[config.mk]
export PLATFORM = sky130hd
export DESIGN_NAME = cache_port_arbiter
export DESIGN_NICKNAME = d
export VERILOG_FILES = /design/src/rtl/cache_port_arbiter.sv
export SDC_FILE = /design/constraint.sdc
export NUM_CORES = 1
export LEC_CHECK = 0
export ABC_AREA = 1
export BUFFER_PORTS_ARGS = -buffer_cell sky130_fd_sc_hd__buf_2
export CORE_MARGIN = 2
export CORE_UTILIZATION = 46
export DETAILED_ROUTE_END_ITERATION = 12
export GPL_ROUTABILITY_DRIVEN = 0
export PLACE_DENSITY = 0.79
export SLEW_MARGIN = 10
export SYNTH_ARGS = -nofsm -noshare
export SYNTH_HDL_FRONTEND = slang
export SYNTH_SLANG_ARGS = --single-unit
[constraint.sdc]
create_clock -name clk -period 1.7 [get_ports clk]
set_input_delay 0.34 -clock clk [delete_from_list [all_inputs] [get_ports clk]]
set_output_delay 0.34 -clock clk [all_outputs]
set_load 0.1 [all_outputs]
[src/rtl/cache_port_arbiter.sv]
// Two-port arbiter in front of a single-outstanding blocking cache: instruction fetch on
// port 0, data memory on port 1. Also keeps per-port service/hit counters and a hang watchdog.
module cache_port_arbiter #(
    parameter int unsigned FIXED_PRIORITY = 0,
    parameter int unsigned TIMEOUT_CYCLES = 1024
) (
    input  logic        clk,
    input  logic        reset,

    input  logic        p0_req,
    input  logic [31:0] p0_addr,
    input  logic        p0_rw,
    input  logic [31:0] p0_din,
    output logic        p0_resp_valid,
    output logic [31:0] p0_dout,
    output logic        p0_hit,

    input  logic        p1_req,
    input  logic [31:0] p1_addr,
    input  logic        p1_rw,
    input  logic [31:0] p1_din,
    output logic        p1_resp_valid,
    output logic [31:0] p1_dout,
    output logic        p1_hit,

    output logic        c_is_input_valid,
    output logic [31:0] c_addr,
    output logic        c_mem_rw,
    output logic [31:0] c_din,
    input  logic        c_is_ready,
    input  logic        c_is_output_valid,
    input  logic [31:0] c_dout,
    input  logic        c_is_hit,

    output logic [31:0] p0_served,
    output logic [31:0] p1_served,
    output logic [31:0] p0_hits,
    output logic [31:0] p1_hits,
    output logic        timeout_err
);

    typedef enum logic [1:0] {StIdle, StIssue, StWait, StResp} state_e;

    state_e      state_q, state_d;
    logic        owner_q, owner_d;
    logic        last_grant_q, last_grant_d;
    logic [31:0] addr_q, addr_d;
    logic        rw_q, rw_d;
    logic [31:0] din_q, din_d;
    logic [31:0] rdata_q, rdata_d;
    logic        hit_q, hit_d;
    logic [31:0] p0_served_q, p0_served_d;
    logic [31:0] p1_served_q, p1_served_d;
    logic [31:0] p0_hits_q, p0_hits_d;
    logic [31:0] p1_hits_q, p1_hits_d;
    logic [31:0] wait_cnt_q, wait_cnt_d;
    logic [31:0] wait_cnt_inc;
    logic        timeout_q, timeout_d;
    logic        grant;

    always_ff @(posedge clk) begin
        if (reset) begin
            state_q      <= StIdle;
            owner_q      <= 1'b0;
            last_grant_q <= 1'b1;
            addr_q       <= '0;
            rw_q         <= 1'b0;
            din_q        <= '0;
            rdata_q      <= '0;
            hit_q        <= 1'b0;
            p0_served_q  <= '0;
            p1_served_q  <= '0;
            p0_hits_q    <= '0;
            p1_hits_q    <= '0;
            wait_cnt_q   <= '0;
            timeout_q    <= 1'b0;
        end else begin
            state_q      <= state_d;
            owner_q      <= owner_d;
            last_grant_q <= last_grant_d;
            addr_q       <= addr_d;
            rw_q         <= rw_d;
            din_q        <= din_d;
            rdata_q      <= rdata_d;
            hit_q        <= hit_d;
            p0_served_q  <= p0_served_d;
            p1_served_q  <= p1_served_d;
            p0_hits_q    <= p0_hits_d;
            p1_hits_q    <= p1_hits_d;
            wait_cnt_q   <= wait_cnt_d;
            timeout_q    <= timeout_d;
        end
    end

    always_comb begin
        state_d      = state_q;
        owner_d      = owner_q;
        last_grant_d = last_grant_q;
        addr_d       = addr_q;
        rw_d         = rw_q;
        din_d        = din_q;
        rdata_d      = rdata_q;
        hit_d        = hit_q;
        p0_served_d  = p0_served_q;
        p1_served_d  = p1_served_q;
        p0_hits_d    = p0_hits_q;
        p1_hits_d    = p1_hits_q;
        wait_cnt_d   = wait_cnt_q;
        wait_cnt_inc = wait_cnt_q;
        timeout_d    = timeout_q;
        grant        = 1'b0;

        unique case (state_q)
            StIdle: begin
                if (p0_req || p1_req) begin
                    if (p0_req && p1_req) begin
                        grant = (FIXED_PRIORITY != 0) ? 1'b1 : ~last_grant_q;
                    end else begin
                        grant = p1_req;
                    end
                    owner_d      = grant;
                    last_grant_d = grant;
                    addr_d       = grant ? p1_addr : p0_addr;
                    rw_d         = grant ? p1_rw : p0_rw;
                    din_d        = grant ? p1_din : p0_din;
                    state_d      = StIssue;
                end
            end
            StIssue: begin
                if (c_is_ready) begin
                    state_d = StWait;
                end
            end
            StWait: begin
                if (c_is_output_valid) begin
                    rdata_d = c_dout;
                    hit_d   = c_is_hit;
                    state_d = StResp;
                end
            end
            StResp: begin
                if (owner_q) begin
                    p1_served_d = p1_served_q + 32'd1;
                    if (hit_q) p1_hits_d = p1_hits_q + 32'd1;
                end else begin
                    p0_served_d = p0_served_q + 32'd1;
                    if (hit_q) p0_hits_d = p0_hits_q + 32'd1;
                end
                state_d = StIdle;
            end
            default: state_d = StIdle;
        endcase

        // Saturating count of cycles spent waiting on the cache; the flag never clears here.
        if (state_q == StIssue || state_q == StWait) begin
            if (wait_cnt_q < TIMEOUT_CYCLES) wait_cnt_inc = wait_cnt_q + 32'd1;
            if (wait_cnt_inc >= TIMEOUT_CYCLES) timeout_d = 1'b1;
            wait_cnt_d = (state_d == StResp) ? 32'd0 : wait_cnt_inc;
        end
    end

    assign c_is_input_valid = (state_q == StIssue);
    assign c_addr           = addr_q;
    assign c_mem_rw         = rw_q;
    assign c_din            = din_q;

    assign p0_resp_valid = (state_q == StResp) && !owner_q;
    assign p1_resp_valid = (state_q == StResp) && owner_q;
    assign p0_dout       = rdata_q;
    assign p1_dout       = rdata_q;
    assign p0_hit        = hit_q;
    assign p1_hit        = hit_q;

    assign p0_served   = p0_served_q;
    assign p1_served   = p1_served_q;
    assign p0_hits     = p0_hits_q;
    assign p1_hits     = p1_hits_q;
    assign timeout_err = timeout_q;

endmodule

; ---- Word-level counts from Yosys, hierarchy flattened
; Cells that the tools add are included.
[totals]
wordCells = 54
output_inout_bits = 263
register_bits = 263
inputBits = 169
[op_classes]
n_bitwise = 2
muxes = 13
reduce_logical = 14
n_eq_ne = 4
add_sub_neg = 5
n_lt_le_gt_ge = 2
[op_table]
columns = op, n
row1 = $add 32x1->32 const B, 5
row2 = $mux 32, 5
row3 = $ge 32x11->1 const B, 1
row4 = $lt 32x11->1 const B, 1
row5 = $reduce_and 2->1, 5
row6 = $pmux 2 s4, 1
row7 = $eq 2x2->1 const B, 3
row8 = $mux 2, 3
row9 = $reduce_and 3->1, 2
row10 = $mux 1, 4
row11 = $logic_and 1x1->1, 3
row12 = $eq 2x1->1 const B, 1
row13 = $logic_not 2->1, 1
row14 = $logic_or 1x1->1, 2
row15 = $not 1->1, 2
row16 = $logic_not 1->1, 1

; ---- Depth between registers and ports, before layout
; Gate-level depths: netlist (run 1).
[depth]
ltp_word = 5
mapped_depth = 11
mapped_depth_nobuf = 11

; ---- Least setup slack after synthesis (run 1)
; OpenSTA, ideal clock, no wires.
[synth_path]
path_type = register to register
startpoint = register p1_served_q[0], in the netlist p1_served[0]
endpoint = register p1_served_q[22], in the netlist p1_served[22]
path_stages_with_launch = 11
arrival_ns = 2.267
setup_time_ns = 0.128
synth_period_minus_slack_ns = 2.394
slack_ns = -0.694
required_time_ns = 1.572
path_buffers = 0
cell_sequence = dfxtp_1 -> ha_1 -> nand3_1 -> nor2_4 -> nand2_4 -> nor2_8 -> nand2_2 -> nor2_4 -> nand3_1 -> nand2_1 -> nor2_1
[synth_via]
elab_chain_cells = 1
[synth_lines]
columns = item, line
row1 = from (decl), 53  ; logic [31:0] p1_served_q, p1_served_d;
row2 = from (signal assigned), 87  ; p1_served_q <= p1_served_d;
row3 = $add 32x1->32, 143  ; p1_served_d = p1_served_q + 32'd1;
; Every way passes these cells.
; A chain may end at the register's enable or synchronous reset.

; ---- Worst setup path in the final report (run 1)
[layout_path]
startpoint = register state_q[1]
endpoint = output p0_resp_valid
[layout_via]
elab_chain_cells = 2
[layout_lines]
columns = item, line
row1 = from (decl), 44  ; state_e state_q, state_d;
row2 = from (signal assigned), 63  ; state_q <= StIdle;
row3 = from (signal assigned), 78  ; state_q <= state_d;
row4 = $eq 2x2->1, 167  ; assign p0_resp_valid = (state_q == StResp) && !owner_q;
row5 = $logic_and 1x1->1, 167
row6 = to (decl), 14  ; output logic p0_resp_valid,
; Every way passes these cells.

==> results.sh, run 1 <==
export IMPL_status="finished with violations"
export IMPL_violations="setup timing"
export IMPL_path_max_fanout=2
export IMPL_cp_buffers_inverters=4
export IMPL_dp_hpwl_mm=31.35
export IMPL_cp_arrival_ns=1.60
export IMPL_cap_violations=0
export IMPL_p_leak_nw=7.756
export IMPL_fin_nets=2602
export IMPL_synth_nets=2143
export IMPL_tightest_slew_ns=0.5550
export IMPL_place_area_sq_um=16130
export IMPL_cts_htree_levels=1
export IMPL_synth_edf_count=0
export IMPL_grt_overflow=0
export IMPL_rows=61
export IMPL_synth_cell_types=34
export IMPL_die_y_microns=172.0
export IMPL_synth_warnings=0
export IMPL_start_util_pct=46.75
export IMPL_finalCriticalPeriod_ns=1.937
export IMPL_ir_drop_mv=1.560
export IMPL_end_kind="output pin"
export IMPL_cts_root_buf="clkbuf_16"
export IMPL_finalSetupViolations=38
export IMPL_hold_ws_ns=0.03606
export IMPL_netlist_instances=1963
export IMPL_grt_usage_pct=27.03
export IMPL_synth_area_top_cells="dfxtp_1 (41%), nand2_1 (17%), nor2_1 (9.4%)"
export IMPL_syn_area_sq_um=12990
export IMPL_fmax_mhz=516.2
export IMPL_yosys_most_used_dff="dfxtp_1"
export IMPL_num_vias=14785
export IMPL_synth_top_cell_by_area="dfxtp_1"
export IMPL_drv_slew=0
export IMPL_ys_seq_elements=263
export IMPL_cp_common_cell="buf_6"
export IMPL_cts_buffers=29
export IMPL_io_pins=432
export IMPL_antenna_found_initial=10
export IMPL_crit_type="flop to output pin"
export IMPL_pwr_density_cell_nw_per_um2=1395
export IMPL_synth_async_reset_ratio_pct=0
export IMPL_grt_max_degree=106
export IMPL_clock_latency_ns=0.55
export IMPL_final_setup_skew_ns=0.008723
export IMPL_ant_nets=0
export IMPL_drt_wirelength_per_cell_microns=15.60
export IMPL_tns_ns=-2.211
export IMPL_drt_iter0_drc=929
export IMPL_first_pass_iters=5
export IMPL_routed_wl_mm=44.19
export IMPL_grt_pass1_vias=13311
export IMPL_clk_pin_slew_ns=0.06
export IMPL_final_util_pct=66.72
export IMPL_cts_tree="built"
export IMPL_grt_pass1_wl_mm=64.89
export IMPL_nFillCells=2327
export IMPL_clockBufferDepth=3
export IMPL_drive_gt1_share_pct=35.75
export IMPL_hp_class="input pin to flop"
export IMPL_final_area_sq_um=18540
export IMPL_drc_errors=0
export IMPL_syn_area_per_cell_sq_um=6.616
export IMPL_cp_cell_sequence="ha_4 -> inv_2 -> nor2_4 -> buf_6 -> buf_6 -> buf_12"
export IMPL_coreArea_sq_um=27780
export IMPL_syn_to_final_growth_pct=42.72
export IMPL_hold_viol=0
export IMPL_die_width_microns=172.0
export IMPL_rsz0062_at_grt="true"
export IMPL_vias_per_cell=5.219
export IMPL_cp_slowest_stage_delay_ns=0.35
export IMPL_synth_top_area_share_pct=40.54
export IMPL_ys_seq_area_share_pct=40.54
export IMPL_crit_family="buffers and inverters"
export IMPL_cts_sinks=263
export IMPL_dpl_worst_slack_ns=-0.07420
export IMPL_worstPathRequired_ns=1.36
export IMPL_period_share_pct=114.0
export IMPL_slew_headroom_pct=63.00
export IMPL_ctsHoldBuffers=0
export IMPL_worst_slack_ns=-0.2374
export IMPL_crit_path_start_kind="flop"
export IMPL_die_area_sq_um=29590
export IMPL_io_buffers=431
export IMPL_crit_slowest_cell="dfxtp_2"
[cell usage in the layout, fill, tap and decap left out, drive strengths merged]
cell	instances
a31oi	67
buf	487
o21bai	4
dfxtp	263
xor2	20
nor2	347
o21ba	2
nand4	24
o211ai	1
clkbuf	93
nor3	20
nand3	60
xnor2	10
inv	145
and3	3
a211oi	21
a21oi	84
nor3b	2
o21ai	147
nand3b	21
bufinv	2
ha	11
nand2	604
clkinv	6
diode	10
nor4	1
[cell type report]
cell class              instances  area (sq um)  share of cell area (%)
diodes                         10         25.02                  0.1350
clock buffers                  44         894.6                   4.827
clock inverters                10         108.9                  0.5873
inverters                     142         560.5                   3.024
multi-input cells            1449          7182                   38.75
flip-flops and latches        263          5567                   30.03
well taps                     378         473.0                   2.552
repair buffers                536          3719                   20.06
repair inverters                1         6.256                 0.03375
[logic make-up after synthesis]
group	Yosys count	synth area share, %
adder cells (fa/ha/maj)	11	1.060
buffers and inverters	252	8.266
XOR/XNOR	30	2.023
AO/OA/AOI/OAI	326	13.79
AND/OR/NAND/NOR	1081	34.33
flip-flops	263	40.54
[sequential cells by signal, indices dropped and copies added (netlist names), 2 cells and up]
register    count
state_q         2
p1_hits        32
c_addr         32
c_din          32
p0_hits        32
wait_cnt_q     32
p1_served      32
p0_dout        32
p0_served      32
[repair_timing]
item,in CTS,in global routing
pin swaps,6,50
setup endpoints to repair,183,182
setup buffers,7,30
resized for setup,150,201
gates cloned,2,7
[metrics by stage]
stage / power (mW) / std cells
after floorplan: 16.26 / 1963
after global placement: 18.13 / 2725
after detailed placement: 18.23 / 2725
after CTS: 25.13 / 2786
after global routing: 26.79 / 2831
final: 25.86 / 2833
[final timing paths]
path                   from  cells past startpoint  slack (ns)             end
max              state_q[1]                      6       -0.24   p0_resp_valid
min             p0_addr[13]                      3        0.04      c_addr[13]
max reg2reg      state_q[1]                     13       -0.19     p0_hits[18]
min reg2reg  wait_cnt_q[18]                      2        0.43  wait_cnt_q[18]
[routing by layer]
metal / part of all wire (%) / GRT usage (%) / wire, microns
met4: 4.1 / 11.66 / 1806
met3: 7.5 / 5.333 / 3325
met1: 38 / 29.37 / 16740
met2: 50 / 50.79 / 22310
met5: 0.029 / 0 / 13
[tightest hold or removal path, cell delays in order]
cell	delay, ns
buf_2	0.10
nand2_1	0.05
a31oi_1	0.06
[Yosys cell counts (2+ instances only)]
cell type,number
nor2_2,12
buf_1,10
nand3_1,58
nand2_2,3
nor2_1,326
and3_1,3
a211oi_1,21
nand2_4,3
clkbuf_1,64
buf_2,3
a31oi_1,67
o21bai_1,4
nand2_1,598
xnor2_1,10
xor2_1,20
dfxtp_1,263
nand4_1,24
buf_4,33
o21ai_0,146
o21ba_2,2
inv_1,141
nand3b_1,21
ha_1,11
nand3_2,2
nor3b_1,2
a21oi_1,84
nor2_4,7
nor3_1,19
[report_power, final]
group	internal (mW)	switching, mW	total, mW	leakage [nW]
Sequential	6.94	0.510	7.45	2.23
Combinational	2.52	9.33	11.9	5.03
Clock	3.93	2.63	6.56	0.500
Total	13.4	12.5	25.9	7.76
No activity file was read; power rests on OpenSTA's default activity.
==> run 2: changes to the inputs <==
--- a/config.mk
+++ b/config.mk
@@ -7,11 +7,11 @@
 export LEC_CHECK = 0
 export ABC_AREA = 1
 export BUFFER_PORTS_ARGS = -buffer_cell sky130_fd_sc_hd__buf_2
-export CORE_MARGIN = 2
-export CORE_UTILIZATION = 46
+export CORE_AREA = 2 2 168 170
 export DETAILED_ROUTE_END_ITERATION = 12
+export DIE_AREA = 0 0 170 172
 export GPL_ROUTABILITY_DRIVEN = 0
-export PLACE_DENSITY = 0.79
+export PLACE_DENSITY_LB_ADDON = 0.12
 export SLEW_MARGIN = 10
 export SYNTH_ARGS = -nofsm -noshare
 export SYNTH_HDL_FRONTEND = slang
==> constraint.sdc (replaced) <==
create_clock -name clk -period 2.06 [get_ports clk]
set_input_delay 0.412 -clock clk [delete_from_list [all_inputs] [get_ports clk]]
set_output_delay 0.412 -clock clk [all_outputs]
set_load 0.1 [all_outputs]
==> run 2 against run 1 <==
Effect of this change: the flow now finishes without violations; non-clock buffer count shrank 73; critical path depth shrank 1; register-to-register slack gained 0.44 ns; largest cell class unchanged; first-iteration DRC count shrank 4.2%; routed wire length shrank 9.7%; sequential share of layout area grew 2.2 points; clock power shrank 17%; sequential power shrank 17%; combinational power shrank 27%; count of clock-buffer cells in the layout grew 2; highest routed layer unchanged.
==> results.sh, run 2 (synthesized netlist as in run 1, its figures left out) <==
export IMPL_rows=61
export IMPL_antenna_found_initial=6
export IMPL_coreArea_sq_um=27480
export IMPL_grt_pass1_wl_mm=63.03
export IMPL_final_util_pct=60.10
export IMPL_fin_nets=2527
export IMPL_hp_start="p0_addr[11]"
export IMPL_rsz0062_at_grt="false"
export IMPL_clockBufferDepth=3
export IMPL_drt_wirelength_per_cell_microns=14.68
export IMPL_place_area_sq_um=15450
export IMPL_grt_overflow=0
export IMPL_status="complete, no violations"
export IMPL_share_seq_of_total_power_pct=30.5
export IMPL_hp_class="input pin to flop"
export IMPL_switchingPower_mw=9.804
export IMPL_layout_common_cells="nand2_1 (598), buf_2 (427), nor2_1 (325)"
export IMPL_hold_depth=3
export IMPL_drive_gt1_share_pct=24.98
export IMPL_die_y_microns=172
export IMPL_cts_tree="built"
export IMPL_fmax_mhz=507.1
export IMPL_grt_util_met3_pct=4.784
export IMPL_reg2reg_to="p0_hits[18]"
export IMPL_tns_ns=0
export IMPL_vias_per_cell=5.132
export IMPL_drt_iter0_drc=890
export IMPL_finalCriticalPeriod_ns=1.972
export IMPL_worst_slack_ns=0.08798
export IMPL_holdPathEnd="c_addr[11]"
export IMPL_dp_hpwl_mm=29.61
export IMPL_multi_input_area_sq_um=6678
export IMPL_ant_nets=0
export IMPL_routed_wl_mm=39.92
export IMPL_final_area_sq_um=16510
export IMPL_switching_share_pct=48.49
export IMPL_crit_path_start_kind="flop"
export IMPL_dpl_worst_slack_ns=0.02548
export IMPL_p_clk_share_pct=26.9
export IMPL_grt_busiest_layer="met2"
export IMPL_final_common_cell="nand2_1"
export IMPL_cts_buffers=29
export IMPL_clk_pin_slew_ns=0.06
export IMPL_final_setup_skew_ns=0.007683
export IMPL_reg2reg_depth=11
export IMPL_hold_viol=0
export IMPL_end_kind="output pin"
export IMPL_grt_use_met1_pct=33.53
export IMPL_p_leak_nw=7.184
export IMPL_finalSetupViolations=0
export IMPL_die_area_sq_um=29240
export IMPL_rrSetupSlack_ns=0.25
export IMPL_ir_drop_mv=1.138
export IMPL_worstPathRequired_ns=1.65
export IMPL_p_int_mw=10.41
export IMPL_drc_errors=0
export IMPL_cts_sinks=263
export IMPL_reg2reg_from="state_q[1]"
export IMPL_period_share_pct=95.73
export IMPL_grt_usage_pct=26.50
export IMPL_die_width_microns=170
export IMPL_io_buffers=431
export IMPL_seq_area_sq_um=5328
export IMPL_io_pins=432
export IMPL_start_util_pct=47.27
export IMPL_cap_violations=0
export IMPL_dp_cells=2659
export IMPL_nFillCells=2698
export IMPL_grt_max_degree=131
export IMPL_num_vias=13958
export IMPL_crit_type="flop to output pin"
export IMPL_cp_arrival_ns=1.56
export IMPL_slew_headroom_pct=62.45
export IMPL_hold_ws_ns=0.1149
export IMPL_cts_htree_levels=1
export IMPL_path_max_fanout=6
export IMPL_pwr_density_cell_nw_per_um2=1224
export IMPL_tightest_slew_ns=0.5633
export IMPL_drv_slew=0
export IMPL_clock_latency_ns=0.54
export IMPL_finalPower_mw=20.22
export IMPL_first_pass_iters=5
export IMPL_syn_to_final_growth_pct=27.16
export IMPL_cts_root_buf="clkbuf_16"
export IMPL_layout_cells_non_filler=2720
export IMPL_use_met2_pct=44.84
export IMPL_comb_power_share_pct=42.7
export IMPL_grt_pass1_vias=12544
run 2: how the worst max path moves through the flow:
stage	start	end	slack, ns
2_1_floorplan	p1_served[10]	p1_served[23]	0.008
3_3_place_gp	p1_req	wait_cnt_q[7]	0.11
3_5_place_dp	state_q[1]	wait_cnt_q[7]	0.03
4_1_cts	state_q[1]	p0_resp_valid	0.006
5_1_grt	owner_q	p1_resp_valid	0.02
6_report	state_q[1]	p0_resp_valid	0.09
run 2: repair_timing:
| item | 4_1_cts | 5_1_grt |
|---|---|---|
| gates cloned | 0 | 0 |
| buffers inserted | 1 | 2 |
| hold buffers | 0 | 0 |
| pin swaps | 1 | 1 |
| setup endpoints to repair | 3 | 13 |
| gates resized for setup | 8 | 2 |
run 2: worst max-delay path, cell delays in order, from the launching register on:
cell     delay [ns]
dfxtp_4        0.37
ha_4           0.15
inv_1          0.06
nor2_4         0.11
buf_6          0.14
buf_12         0.17
run 2: cell type report:
class | count | area share [%]
clock inverters | 8 | 0.8713
well taps | 346 | 2.621
inverters | 142 | 3.265
diodes | 4 | 0.06061
multi-input cells | 1448 | 40.43
clock buffers | 46 | 5.205
flip-flops and latches | 263 | 32.26
repair buffers | 463 | 15.28
run 2: metal layers:
metal	vias up	wire [microns]	part of all wire [%]
met4	4	1395	3.5
met5	-	21	0.053
met3	75	2751	6.9
met2	497	18270	46
met1	6303	17480	44
li1	7079	-	-
run 2: power by group through the flow:
stage / clock network (mW) / registers [mW] / logic [mW]
after CTS: 5.55 / 6.15 / 8.63
after floorplan: 0 / 10.6 / 2.83
final: 5.43 / 6.16 / 8.63
after global routing: 5.79 / 6.24 / 9.01
after global placement: 0 / 6.22 / 8.54
after detailed placement: 0 / 6.23 / 8.60
